## src/rtl/spi_flash_rd_arb.sv

```systemverilog
// Two-port round-robin read controller for a SPI mode-0 NOR flash (0x03 READ, 24-bit address).
// Each accepted request issues one 64-bit frame and returns a 32-bit little-endian word.
module spi_flash_rd_arb #(
  parameter int unsigned CLK_DIV = 2,
  parameter int unsigned GAP_CYC = 4
) (
  input  logic        clk,
  input  logic        rst,
  input  logic        req0_valid,
  input  logic [23:0] req0_addr,
  output logic        req0_ready,
  output logic        req0_rvalid,
  output logic [31:0] req0_rdata,
  input  logic        req1_valid,
  input  logic [23:0] req1_addr,
  output logic        req1_ready,
  output logic        req1_rvalid,
  output logic [31:0] req1_rdata,
  output logic        spi_cs_n,
  output logic        spi_sck,
  output logic        spi_mosi,
  input  logic        spi_miso
);

  typedef enum logic [1:0] {StIdle, StShift, StDone, StGap} state_e;

  localparam logic [7:0]  DivLast = 8'(CLK_DIV - 1);
  localparam logic [15:0] GapLast = 16'(GAP_CYC - 1);

  state_e      state_q, state_d;
  logic [7:0]  div_q, div_d;
  logic [5:0]  bit_q, bit_d;
  logic [15:0] gap_q, gap_d;
  logic [63:0] sr_q, sr_d;
  logic [31:0] rx_q, rx_d;
  logic [31:0] rdata0_q, rdata0_d, rdata1_q, rdata1_d;
  logic        cs_n_q, cs_n_d;
  logic        sck_q, sck_d;
  logic        mosi_q, mosi_d;
  logic        gnt_q, gnt_d;  // port owning the transaction in flight
  logic        ptr_q, ptr_d;  // port favoured when both request
  logic        win;
  logic        accept;
  logic [63:0] frame;
  logic [31:0] rx_word;

  always_comb begin
    win        = (req0_valid && req1_valid) ? ptr_q : req1_valid;
    accept     = (state_q == StIdle) && !rst && (req0_valid || req1_valid);
    req0_ready = accept && !win;
    req1_ready = accept && win;
    frame      = {8'h03, (win ? req1_addr : req0_addr), 32'h0};
    // Flash streams B0 first, MSB first; B0 becomes the least significant byte.
    rx_word    = {rx_q[7:0], rx_q[15:8], rx_q[23:16], rx_q[31:24]};
  end

  always_comb begin
    state_d  = state_q;
    div_d    = div_q;
    bit_d    = bit_q;
    gap_d    = gap_q;
    sr_d     = sr_q;
    rx_d     = rx_q;
    rdata0_d = rdata0_q;
    rdata1_d = rdata1_q;
    cs_n_d   = cs_n_q;
    sck_d    = sck_q;
    mosi_d   = mosi_q;
    gnt_d    = gnt_q;
    ptr_d    = ptr_q;
    unique case (state_q)
      StIdle: begin
        if (accept) begin
          state_d = StShift;
          gnt_d   = win;
          ptr_d   = ~win;
          sr_d    = frame;
          mosi_d  = frame[63];
          cs_n_d  = 1'b0;
          sck_d   = 1'b0;
          div_d   = '0;
          bit_d   = '0;
        end
      end
      StShift: begin
        if (div_q == DivLast) begin
          div_d = '0;
          sck_d = ~sck_q;
          if (!sck_q) begin
            rx_d = {rx_q[30:0], spi_miso};
          end else if (bit_q == 6'd63) begin
            state_d = StDone;
            cs_n_d  = 1'b1;
            mosi_d  = 1'b0;
            if (gnt_q) rdata1_d = rx_word;
            else       rdata0_d = rx_word;
          end else begin
            bit_d  = bit_q + 6'd1;
            sr_d   = {sr_q[62:0], 1'b0};
            mosi_d = sr_q[62];
          end
        end else begin
          div_d = div_q + 8'd1;
        end
      end
      StDone: begin
        state_d = StGap;
        gap_d   = '0;
      end
      StGap: begin
        if (gap_q == GapLast) state_d = StIdle;
        else                  gap_d   = gap_q + 16'd1;
      end
      default: state_d = StIdle;
    endcase
  end

  always_ff @(posedge clk or posedge rst) begin
    if (rst) begin
      state_q  <= StIdle;
      div_q    <= '0;
      bit_q    <= '0;
      gap_q    <= '0;
      sr_q     <= '0;
      rx_q     <= '0;
      rdata0_q <= '0;
      rdata1_q <= '0;
      cs_n_q   <= 1'b1;
      sck_q    <= 1'b0;
      mosi_q   <= 1'b0;
      gnt_q    <= 1'b0;
      ptr_q    <= 1'b0;
    end else begin
      state_q  <= state_d;
      div_q    <= div_d;
      bit_q    <= bit_d;
      gap_q    <= gap_d;
      sr_q     <= sr_d;
      rx_q     <= rx_d;
      rdata0_q <= rdata0_d;
      rdata1_q <= rdata1_d;
      cs_n_q   <= cs_n_d;
      sck_q    <= sck_d;
      mosi_q   <= mosi_d;
      gnt_q    <= gnt_d;
      ptr_q    <= ptr_d;
    end
  end

  assign req0_rvalid = (state_q == StDone) && !gnt_q;
  assign req1_rvalid = (state_q == StDone) && gnt_q;
  assign req0_rdata  = rdata0_q;
  assign req1_rdata  = rdata1_q;
  assign spi_cs_n    = cs_n_q;
  assign spi_sck     = sck_q;
  assign spi_mosi    = mosi_q;

endmodule

```

## config.mk

```make
export PLATFORM = sky130hd
export DESIGN_NAME = spi_flash_rd_arb
export DESIGN_NICKNAME = d
export VERILOG_FILES = /design/src/rtl/spi_flash_rd_arb.sv
export SDC_FILE = /design/constraint.sdc
export NUM_CORES = 1
export LEC_CHECK = 0
export ABC_AREA = 0
export CAP_MARGIN = 25
export CORE_ASPECT_RATIO = 0.5
export CORE_MARGIN = 2
export CORE_UTILIZATION = 50
export DETAILED_ROUTE_END_ITERATION = 6
export PLACE_DENSITY = 0.77
export SYNTH_ARGS = -nofsm -noshare
export SYNTH_HDL_FRONTEND = slang
export SYNTH_SLANG_ARGS = --single-unit
```

## constraint.sdc

```tcl
create_clock -name clk -period 6.5 [get_ports clk]
set_input_delay 1.3 -clock clk [delete_from_list [all_inputs] [get_ports clk]]
set_output_delay 1.3 -clock clk [all_outputs]
set_load 0.01 [all_outputs]
```

==> results_tabular.tex <==
\begin{tabular}{lr}
\hline
Metric & Value \\
\hline
\multicolumn{2}{l}{\textbf{Critical path}} \\
Data arrival, critical path & 3.52 ns \\
CP max FO & 27 \\
Top Family by Delay on Critical Path & buffers and inverters \\
Crit path capture type & output port \\
Critical path's largest stage delay & 0.63 ns \\
Logic depth of the worst register-to-register path & 7 \\
Kind of start point of the critical path & primary input \\
Most used cell along the critical path & clkdlybuf4s50\_1 \\
Critical path start-end classification & in2out \\
Cell count along the critical path & 5 \\
Required arrival time at the worst endpoint & 5.20 ns \\
Worst-path cell chain & clkdlybuf4s50\_1, buf\_4, inv\_1, nor3\_1, clkdlybuf4s50\_1 \\
Buffers and inverters on the worst path & 4 \\
Cell with the largest stage delay on the worst path & clkdlybuf4s50\_1 \\
\multicolumn{2}{l}{\textbf{Cells and area}} \\
Total Nets Final & 787 \\
Fraction of final layout cells sized beyond drive strength 1 & 18.0\% \\
Commonest cells after routing, fill and taps aside & dfrtp\_1, clkdlybuf4s50\_1, mux2\_2, nor2\_1, mux2\_1 \\
Post-synthesis to final-layout area growth & 26.1\% \\
Leading cell type in the layout, fill and taps excluded & dfrtp\_1 \\
Fin area & 9520 µm² \\
\# diodes & 0 \\
\multicolumn{2}{l}{\textbf{Timing}} \\
Final critical path time including I/O delays and setup & 4.82 ns \\
Pin slew with the least headroom to its limit & 0.947 ns \\
Achievable clock frequency & 0.208 GHz \\
Fin Setup TNS & 0 ns \\
Share of the clock period used by the worst path & 74.1\% \\
Slew Viols, Final & 0 \\
Unrepaired setup endpoints after global routing & no \\
Worst-case headroom to the max-slew limit & 35.0\% \\
Worst hold margin & 0.484 ns \\
Number of setup violations in the final report & 0 \\
Final Hold Violating Endpoints & 0 \\
Clock skew & 0.0123 ns \\
\multicolumn{2}{l}{\textbf{Placed design}} \\
Cell area after placement & 8890 µm² \\
Port bufs & 123 \\
Placer congestion estimate & 0.847 \\
Detailed placer's ending HPWL & 10.2 mm \\
\multicolumn{2}{l}{\textbf{Clock network}} \\
Root Buffer Master & clkbuf\_16 \\
\# Post-CTS Setup Buffers & 0 \\
H-tree depth & 4 \\
Worst skew pair latency & 0.42 ns \\
CTS Buf Count & 17 \\
Number of buffers on the longest clock path & 2 \\
Worst-path clk slew & 0.07 ns \\
CTS sink cnt & 164 \\
Number of instances resized during post-cts repair & 0 \\
CTS tree & done \\
Number of hold buffers added after cts & 0 \\
\multicolumn{2}{l}{\textbf{Global routing}} \\
Global-route wire length before repair & 26.1 mm \\
Pin count of the biggest net entering global routing & 110 \\
Via count of the first global-routing pass & 5,133 \\
Total routing resource utilization after global routing & 20.2\% \\
Total congestion overflow after global routing & 0 \\
Initial antenna violation count & 0 \\
\multicolumn{2}{l}{\textbf{Routing}} \\
Average wire per cell in the routed design & 16.4 µm \\
First-pass DRT Iterations & 4 \\
Post-detailed-routing wire length & 15.4 mm \\
Remaining antenna violation count after routing & 0 \\
Post-detailed-route via-to-cell ratio & 5.52 \\
Via Count & 5,163 \\
Drt drc & 0 \\
Number of design-rule violations left by the first detailed-router iteration & 324 \\
\multicolumn{2}{l}{\textbf{Logic synthesis}} \\
Unique cell type count in the Yosys netlist & 54 \\
Post-synth net total & 672 \\
Portion of the post-synthesis area used by sequential elements & 54.4\% \\
Largest area contributor in the synthesized netlist & dfrtp\_1 \\
Number of warnings issued by yosys & 0 \\
Post-synth ARST share & 100\% \\
Post-Syn Instances & 610 \\
Fraction of synthesized cell area taken by the top area cell type & 54.0\% \\
Number of synthesized flops with an enable pin & 0 \\
Dominant synthesized flop cell & dfrtp\_1 \\
Post-synthesis instance area & 7550 µm² \\
Main area contributors after synthesis & dfrtp\_1, mux2\_2, mux2\_4, mux2\_1, nand3b\_1 \\
Average footprint of a synthesized cell & 12.4 µm² \\
Number of storage elements in the synthesis netlist & 164 \\
\multicolumn{2}{l}{\textbf{Power and ir drop}} \\
Leakage power total & 4.43 nW \\
Maximum ir drop on the vdd rail & 0.187 mV \\
Power per cell area & 220 nW/µm² \\
Combinational power share & 3.8\% \\
P\_sw & 0.000481 W \\
Clock share of power & 47.2\% \\
Switching part of the total power & 22.9\% \\
Part of the power in registers & 49.0\% \\
Int Pwr & 0.00162 W \\
\multicolumn{2}{l}{\textbf{Outcome}} \\
Outcome & finished, final reports clean \\
\multicolumn{2}{l}{\textbf{Die}} \\
Floorplan die height & 90.9 µm \\
I/O pin total & 124 \\
Effective utilization at floorplan & 51.6\% \\
Die width & 178 µm \\
Placeable core region & 14,600 µm² \\
Area of the die & 16,200 µm² \\
Row count & 31 \\
\multicolumn{2}{l}{\textbf{Min path}} \\
Path category of the worst min-delay check & reg2reg \\
Number of cells traversed by the worst hold path & 1 \\
\multicolumn{2}{l}{\textbf{Job}} \\
Maxcap violations & 0 \\
\hline
\end{tabular}
## synth_stat cells (4+ instances only)
| cell type | instances |
|---|---|
| buf_6 | 6 |
| mux2_4 | 30 |
| nand2_1 | 27 |
| o31ai_1 | 6 |
| o21ai_0 | 35 |
| o22ai_1 | 5 |
| mux2_2 | 53 |
| nor2b_1 | 4 |
| inv_1 | 17 |
| clkbuf_1 | 20 |
| a31oi_1 | 28 |
| nand4_1 | 4 |
| xor2_1 | 6 |
| ha_1 | 9 |
| mux2i_1 | 7 |
| nor2_1 | 39 |
| o211ai_1 | 4 |
| nand3_1 | 15 |
| a21oi_1 | 8 |
| mux2_1 | 39 |
| nand3b_1 | 24 |
| and3_1 | 6 |
| nor3_1 | 5 |
| a41oi_1 | 4 |
| dfrtp_1 | 163 |
## worst reg2reg max path: stages (launching register included)
cell and delay [ns]:
dfrtp_1 0.42, inv_1 0.11, ha_1 0.53, clkinv_1 0.13
buf_4 0.31, nor3_4 0.37, and3b_2 0.85, mux2_2 0.43
## area by class of cell
cell class	count	area [µm²]
clock inverter	13	139
timing repair buffer	130	1320
multi-input combinational	394	3200
sequential	164	4110
inverter	18	72.6
fill	1104	5100
tap	198	248
clock buffer	19	443
## through the flow
stage | util (%) | power (W) | cells | setup slack [ns]
6_report | 65.1 | 0.00210 | 936 | 1.68
5_1_grt | 65.1 | 0.00217 | 936 | 1.51
4_1_cts | 64.8 | 0.00212 | 934 | 1.71
3_5_place_dp | 60.8 | 0.00113 | 902 | 1.73
3_3_place_gp | 60.8 | 0.00113 | 902 | 1.74
2_1_floorplan | - | 0.00108 | 610 | 0.768
## per-layer routing
layer,wire (µm),up-vias,share of wire (%),GRT usage [%]
li1,-,2443,-,-
met1,7330,2557,48,28.6
met2,7240,152,47,31.7
met3,674,11,4.4,4.04
met4,127,0,0.83,5.53
met5,0,-,0,0
## flip-flops by register name, summed over array words and instances, names as in the netlist
signal / flops
state_q: 2
spi_mosi: 1
div_q: 8
req1_rdata: 32
ptr_q: 1
spi_cs_n: 1
sr_q: 31
rx_q: 32
gnt_q: 1
req0_rdata: 32
spi_sck: 1
bit_q: 6
gap_q: 16
## worst paths after layout
check,from,end,slack (ns)
max,req1_valid,req1_ready,1.68
min,sr_q[55],sr_q[56],0.48
max reg2reg,state_q[1],req0_rdata[31],3.23
min reg2reg,sr_q[55],sr_q[56],0.48
max in group asynchronous,rst,gap_q[2],3.88
min in group asynchronous,rst,sr_q[34],1.20
## power by group through the flow
stage / clock, W / sequential [W] / combinational (W)
after floorplan: 0 / 0.00105 / 0.0000358
after global placement: 0 / 0.00105 / 0.0000776
after detailed placement: 0 / 0.00105 / 0.0000787
after CTS: 0.00101 / 0.00103 / 0.0000791
after global routing: 0.00106 / 0.00103 / 0.0000888
final: 0.000990 / 0.00103 / 0.0000791
## cells by family after synthesis
group	Yosys count	synth area share (%)
adder cells (fa/ha/maj)	9	1.49
XOR/XNOR	9	1.04
buffers and inverters	52	3.36
AO/OA/AOI/OAI	104	8.72
multiplexers	129	20.6
flip-flops	164	54.4
AND/OR/NAND/NOR	143	10.4
Note: power is estimated with default switching activity, not from simulation.
